`config.mk`:
```
export PLATFORM = sky130hd
export DESIGN_NAME = wb_stage_reg
export DESIGN_NICKNAME = d
export VERILOG_FILES = /design/src/rtl/wb_stage_reg_pkg.sv /design/src/rtl/wb_lane_canon.sv /design/src/rtl/wb_stage_reg.sv
export SDC_FILE = /design/constraint.sdc
export NUM_CORES = 1
export LEC_CHECK = 0
export CAP_MARGIN = 20
export CORE_MARGIN = 1.5
export CORE_UTILIZATION = 50
export DETAILED_ROUTE_END_ITERATION = 16
export PLACE_DENSITY = 0.8
export SLEW_MARGIN = 20
export SYNTH_ARGS = -nofsm -noshare
export SYNTH_HDL_FRONTEND = slang
export SYNTH_SLANG_ARGS = --single-unit
```
`constraint.sdc`:
```
create_clock -name clk -period 2.56 [get_ports clk]
set_input_delay 0.384 -clock clk [delete_from_list [all_inputs] [get_ports clk]]
set_output_delay 0.384 -clock clk [all_outputs]
set_load 0.01 [all_outputs]
```
`src/rtl/wb_stage_reg_pkg.sv`:
```
// Shared constants for the writeback stage register and its lane canonicaliser.
package wb_stage_reg_pkg;

  localparam int DEF_LANES  = 1;
  localparam int DEF_DATA_W = 32;
  localparam int DEF_ADDR_W = 5;
  localparam int DEF_CNT_W  = 32;

  // Register 0 is hardwired, so writes targeting it are turned into NOPs.
  localparam int                    NOP_ADDR      = 0;
  localparam logic                  WRITE_DISABLE = 1'b0;
  localparam logic [DEF_DATA_W-1:0] ZERO_WORD     = '0;

endpackage

```
`src/rtl/wb_lane_canon.sv`:
```
// Canonicalises one writeback lane: writes to the NOP register, or disabled
// writes, become an all-zero lane so downstream never sees stale fields.
module wb_lane_canon
  import wb_stage_reg_pkg::*;
#(
  parameter int DATA_W = DEF_DATA_W,
  parameter int ADDR_W = DEF_ADDR_W
) (
  input  logic [ADDR_W-1:0] wd_i,
  input  logic              wreg_i,
  input  logic [DATA_W-1:0] wdata_i,
  output logic [ADDR_W-1:0] wd_o,
  output logic              wreg_o,
  output logic [DATA_W-1:0] wdata_o
);

  logic keep;

  assign keep    = wreg_i && (wd_i != ADDR_W'(NOP_ADDR));
  assign wreg_o  = keep ? 1'b1 : WRITE_DISABLE;
  assign wd_o    = keep ? wd_i : ADDR_W'(NOP_ADDR);
  assign wdata_o = keep ? wdata_i : DATA_W'(ZERO_WORD);

endmodule

```
`src/rtl/wb_stage_reg.sv`:
```
// Writeback stage register: a 2-entry FIFO of canonicalised multi-lane
// register writes, with stall/flush/global-ready control and a retire counter.
module wb_stage_reg
  import wb_stage_reg_pkg::*;
#(
  parameter int LANES  = DEF_LANES,
  parameter int DATA_W = DEF_DATA_W,
  parameter int ADDR_W = DEF_ADDR_W,
  parameter int CNT_W  = DEF_CNT_W
) (
  input  logic                    clk,
  input  logic                    rst,
  input  logic                    rdy,
  input  logic                    stall,
  input  logic                    flush,
  input  logic                    in_valid,
  output logic                    in_ready,
  input  logic [LANES*ADDR_W-1:0] in_wd,
  input  logic [LANES-1:0]        in_wreg,
  input  logic [LANES*DATA_W-1:0] in_wdata,
  output logic                    out_valid,
  input  logic                    out_ready,
  output logic [LANES*ADDR_W-1:0] out_wd,
  output logic [LANES-1:0]        out_wreg,
  output logic [LANES*DATA_W-1:0] out_wdata,
  output logic [CNT_W-1:0]        retire_cnt
);

  logic [1:0][LANES*ADDR_W-1:0] wd_q, wd_d;
  logic [1:0][LANES-1:0]        wreg_q, wreg_d;
  logic [1:0][LANES*DATA_W-1:0] wdata_q, wdata_d;
  logic                         wr_ptr_q, wr_ptr_d;
  logic                         rd_ptr_q, rd_ptr_d;
  logic [1:0]                   count_q, count_d;
  logic [CNT_W-1:0]             retire_cnt_q, retire_cnt_d;

  logic [LANES*ADDR_W-1:0] cn_wd;
  logic [LANES-1:0]        cn_wreg;
  logic [LANES*DATA_W-1:0] cn_wdata;
  logic                    full, empty, push, pop;

  for (genvar i = 0; i < LANES; i++) begin : g_lane
    wb_lane_canon #(
      .DATA_W (DATA_W),
      .ADDR_W (ADDR_W)
    ) u_canon (
      .wd_i    (in_wd[i*ADDR_W +: ADDR_W]),
      .wreg_i  (in_wreg[i]),
      .wdata_i (in_wdata[i*DATA_W +: DATA_W]),
      .wd_o    (cn_wd[i*ADDR_W +: ADDR_W]),
      .wreg_o  (cn_wreg[i]),
      .wdata_o (cn_wdata[i*DATA_W +: DATA_W])
    );
  end

  assign full  = (count_q == 2'd2);
  assign empty = (count_q == 2'd0);

  // Gating with rst keeps the handshake quiet while the state is being cleared.
  assign in_ready  = !rst && !full && !stall && rdy && !flush;
  assign out_valid = !rst && !empty && !stall;
  assign push      = in_valid && in_ready;
  assign pop       = out_valid && out_ready && rdy && !flush;

  assign out_wd     = out_valid ? wd_q[rd_ptr_q]    : '0;
  assign out_wreg   = out_valid ? wreg_q[rd_ptr_q]  : '0;
  assign out_wdata  = out_valid ? wdata_q[rd_ptr_q] : '0;
  assign retire_cnt = retire_cnt_q;

  always_comb begin
    wd_d         = wd_q;
    wreg_d       = wreg_q;
    wdata_d      = wdata_q;
    wr_ptr_d     = wr_ptr_q;
    rd_ptr_d     = rd_ptr_q;
    count_d      = count_q;
    retire_cnt_d = retire_cnt_q;
    if (rst) begin
      wd_d         = '0;
      wreg_d       = '0;
      wdata_d      = '0;
      wr_ptr_d     = 1'b0;
      rd_ptr_d     = 1'b0;
      count_d      = 2'd0;
      retire_cnt_d = '0;
    end else if (rdy && flush) begin
      wr_ptr_d = 1'b0;
      rd_ptr_d = 1'b0;
      count_d  = 2'd0;
    end else begin
      // push/pop already fold in rdy, so a low rdy falls through as a hold.
      if (push) begin
        wd_d[wr_ptr_q]    = cn_wd;
        wreg_d[wr_ptr_q]  = cn_wreg;
        wdata_d[wr_ptr_q] = cn_wdata;
        wr_ptr_d          = ~wr_ptr_q;
      end
      if (pop) begin
        rd_ptr_d     = ~rd_ptr_q;
        retire_cnt_d = retire_cnt_q + CNT_W'(1);
      end
      count_d = count_q + {1'b0, push} - {1'b0, pop};
    end
  end

  always_ff @(posedge clk) begin
    wd_q         <= wd_d;
    wreg_q       <= wreg_d;
    wdata_q      <= wdata_d;
    wr_ptr_q     <= wr_ptr_d;
    rd_ptr_q     <= rd_ptr_d;
    count_q      <= count_d;
    retire_cnt_q <= retire_cnt_d;
  end

endmodule

```
==> results of run 1 <==
registers in the layout, indices dropped and copies added, names as in the netlist:
name,flops
wdata_q,64
retire_cnt,32
wd_q,10
count_q,2
wreg_q,2
rd_ptr_q,1
wr_ptr_q,1
metrics by stage:
step	setup slack [ns]	hold slack, ns	utilization
global route	0.100	0.218	0.673
CTS	0.194	0.214	0.670
finish	0.195	0.231	0.673
global placement	0.209	0.441	0.651
floorplan	0.547	0.436	-
detailed placement	0.160	0.446	0.651
final timing paths:
check | from | end | slack [ns] | depth (start not counted)
worst max register to register | retire_cnt[13] | retire_cnt[24] | 0.43 | 5
worst min-delay path | rst | retire_cnt[0] | 0.23 | 2
worst min register to register | wd_q[7] | wd_q[7] | 0.46 | 2
worst max-delay path | stall | out_wdata[23] | 0.19 | 6
worst max-delay path: stages:
cell	delay (ns)
clkdlybuf4s50_1	0.41
nor2_1	0.15
nand2_1	0.12
buf_12	0.18
nor2_1	0.16
clkdlybuf4s50_1	0.56
metal layers:
metal / track usage / wire, um / share of wire / vias up
met2: 0.415 / 6330 / 0.49 / 134
li1: - / - / - / 2342
met5: 0 / 0 / 0 / -
met3: 0.0417 / 689 / 0.054 / 22
met4: 0.0863 / 227 / 0.018 / 0
met1: 0.306 / 5590 / 0.44 / 2308
where the power goes:
group	switching, mW	internal, mW
Sequential	0.00263	1.75
Combinational	0.0942	0.0861
Clock	0.582	0.453
Total	0.679	2.29
placed cells by master, fill, tap and decap left out, types with 2 or more instances in the layout:
master,n
or4_1,3
nor2_1,72
clkdlybuf4s50_1,115
dfxtp_1,111
clkbuf_8,9
nor2b_1,4
nand2b_1,4
nor3_1,2
o21ai_0,5
inv_1,5
xnor2_1,7
ha_1,3
or3_1,4
mux2i_1,39
nand4b_1,2
nor4_1,3
buf_4,9
and4_1,2
buf_12,7
a21oi_1,87
xor2_1,14
nand2_1,91
nor2_2,3
nand3_1,84
nand4_1,13
and3_1,3
mux2_1,3
clkinv_2,3
o31ai_1,2
a31o_2,3
layout make-up:
type,count,area [um2],area share
Timing Repair Buffer,132,1390,0.211
Tap cell,133,166,0.0253
Sequential cell,112,2240,0.341
Inverter,5,18.8,0.00285
Clock buffer,9,124,0.0188
Clock inverter,7,70.1,0.0106
Multi-Input combinational cell,464,2570,0.391
kinds of logic (layout without fill, tap and decap cells):
family | Yosys count | in the layout | synth area share
adders and majority gates | 3 | 3 | 0.00747
buffers and inverters | 53 | 153 | 0.0433
xor gates and xnor gates | 21 | 21 | 0.0366
muxes | 42 | 42 | 0.0844
and+or+nand+nor | 299 | 299 | 0.279
DFF | 112 | 112 | 0.446
AOI/OAI and AO/OA | 99 | 99 | 0.103
==> flow_summary.json, run 1 <==
{
  "maxSlewViolCount": 0,
  "die_x_um": 103,
  "tightest_slew_ns": 0.536,
  "drc": 0,
  "hold_violations": 0,
  "diodes": 0,
  "wl_per_cell_um": 14.9,
  "core_um2": 9770,
  "die_h_um": 103,
  "maxCapViolCount": 0,
  "postPlaceCellArea_um2": 6360,
  "gp_congestion": 0.946,
  "rsz0062_at_grt": "false",
  "synth-edff-count": 0,
  "ctsRootBufferMaster": "clkbuf_8",
  "path_max_fanout": 40,
  "drive_gt1_frac": 0.0645,
  "leakagePower_nw": 2.06,
  "clk_pin_slew_ns": 0.09,
  "placementRows": 36,
  "final_cells": 862,
  "cp-start-kind": "primary input",
  "setup_violations": 0,
  "grt_pass1_vias": 4385,
  "yosys-top-cells-count": "dfxtp_1, nand2_1, a21oi_1, nand3_1, nor2_1",
  "fin_skew_ns": 0.0115,
  "grt_antenna_before_repair": 0,
  "slew-limit-headroom": 0.640,
  "grt_overflow_total": 0,
  "drtIter0Drc": 162,
  "crit_arrival_ns": 1.98,
  "yosysTopAreaCell": "dfxtp_1",
  "powerDensity_nw_per_um2": 451,
  "cts_buffers": 9,
  "grt_usage": 0.241,
  "synth_most_common_cell": "dfxtp_1",
  "clock_latency_ns": 0.36,
  "portBuffers": 116,
  "required_ns": 2.18,
  "postSynthCellCount": 629,
  "cts-resized-gates": 0,
  "start_util": 0.514,
  "synth_top_area_share": 0.446,
  "die_area_um2": 10700,
  "path_class": "in2out",
  "syn_area_um2": 5020,
  "timing.final.crit_period_ns": 2.37,
  "post_cts_buffers": 0,
  "syn_avg_cell_area_um2": 7.99,
  "async_flop_share": 0,
  "cts_buffer_depth": 2,
  "yosysUniqueCellTypes": 40,
  "total_power_mw": 2.96,
  "ant_nets": 0,
  "yosysWarnings": 0,
  "stdcell_area_um2": 6580,
  "grt_max_degree": 113,
  "dp.cells": 845,
  "nets": 772,
  "holdBufCountCts": 0,
  "cts_tree": "built",
  "synth-seq-cells": 112,
  "hp-class": "in2reg",
  "fillers": 821,
  "seq_area_frac_synth": 0.446,
  "cts.sinks": 112,
  "vias": 4806,
  "status": "finished, final reports clean",
  "syn_nets": 677,
  "irDropWorstVdd_mv": 0.334,
  "drt-pass1-iter-count": 5,
  "wl_mm": 12.8,
  "setup_tns_ns": 0,
  "ioPinCount": 117,
  "area_delta_synth_final_pct": 31.0,
  "fmax_mhz": 423,
  "end_kind": "output pin",
  "grt_first_pass_wirelength_mm": 20.5,
  "dp_hpwl_mm": 8.38,
  "ys_top_cells_by_area": "dfxtp_1, a21oi_1, nand3_1, mux2i_1, nand2_1",
  "via_per_inst": 5.58,
  "ys.flop_type": "dfxtp_1",
  "htreeDepth": 3,
  "min_period_over_period": 0.924
}
Power figures use the tool's default switching activity.
==> run 2, diff against run 1 <==
CTS_CLUSTER_SIZE = 20   (was unset)
==> results of run 2 <==
The final DEF is identical to that of run 1; final timing and power are the same.
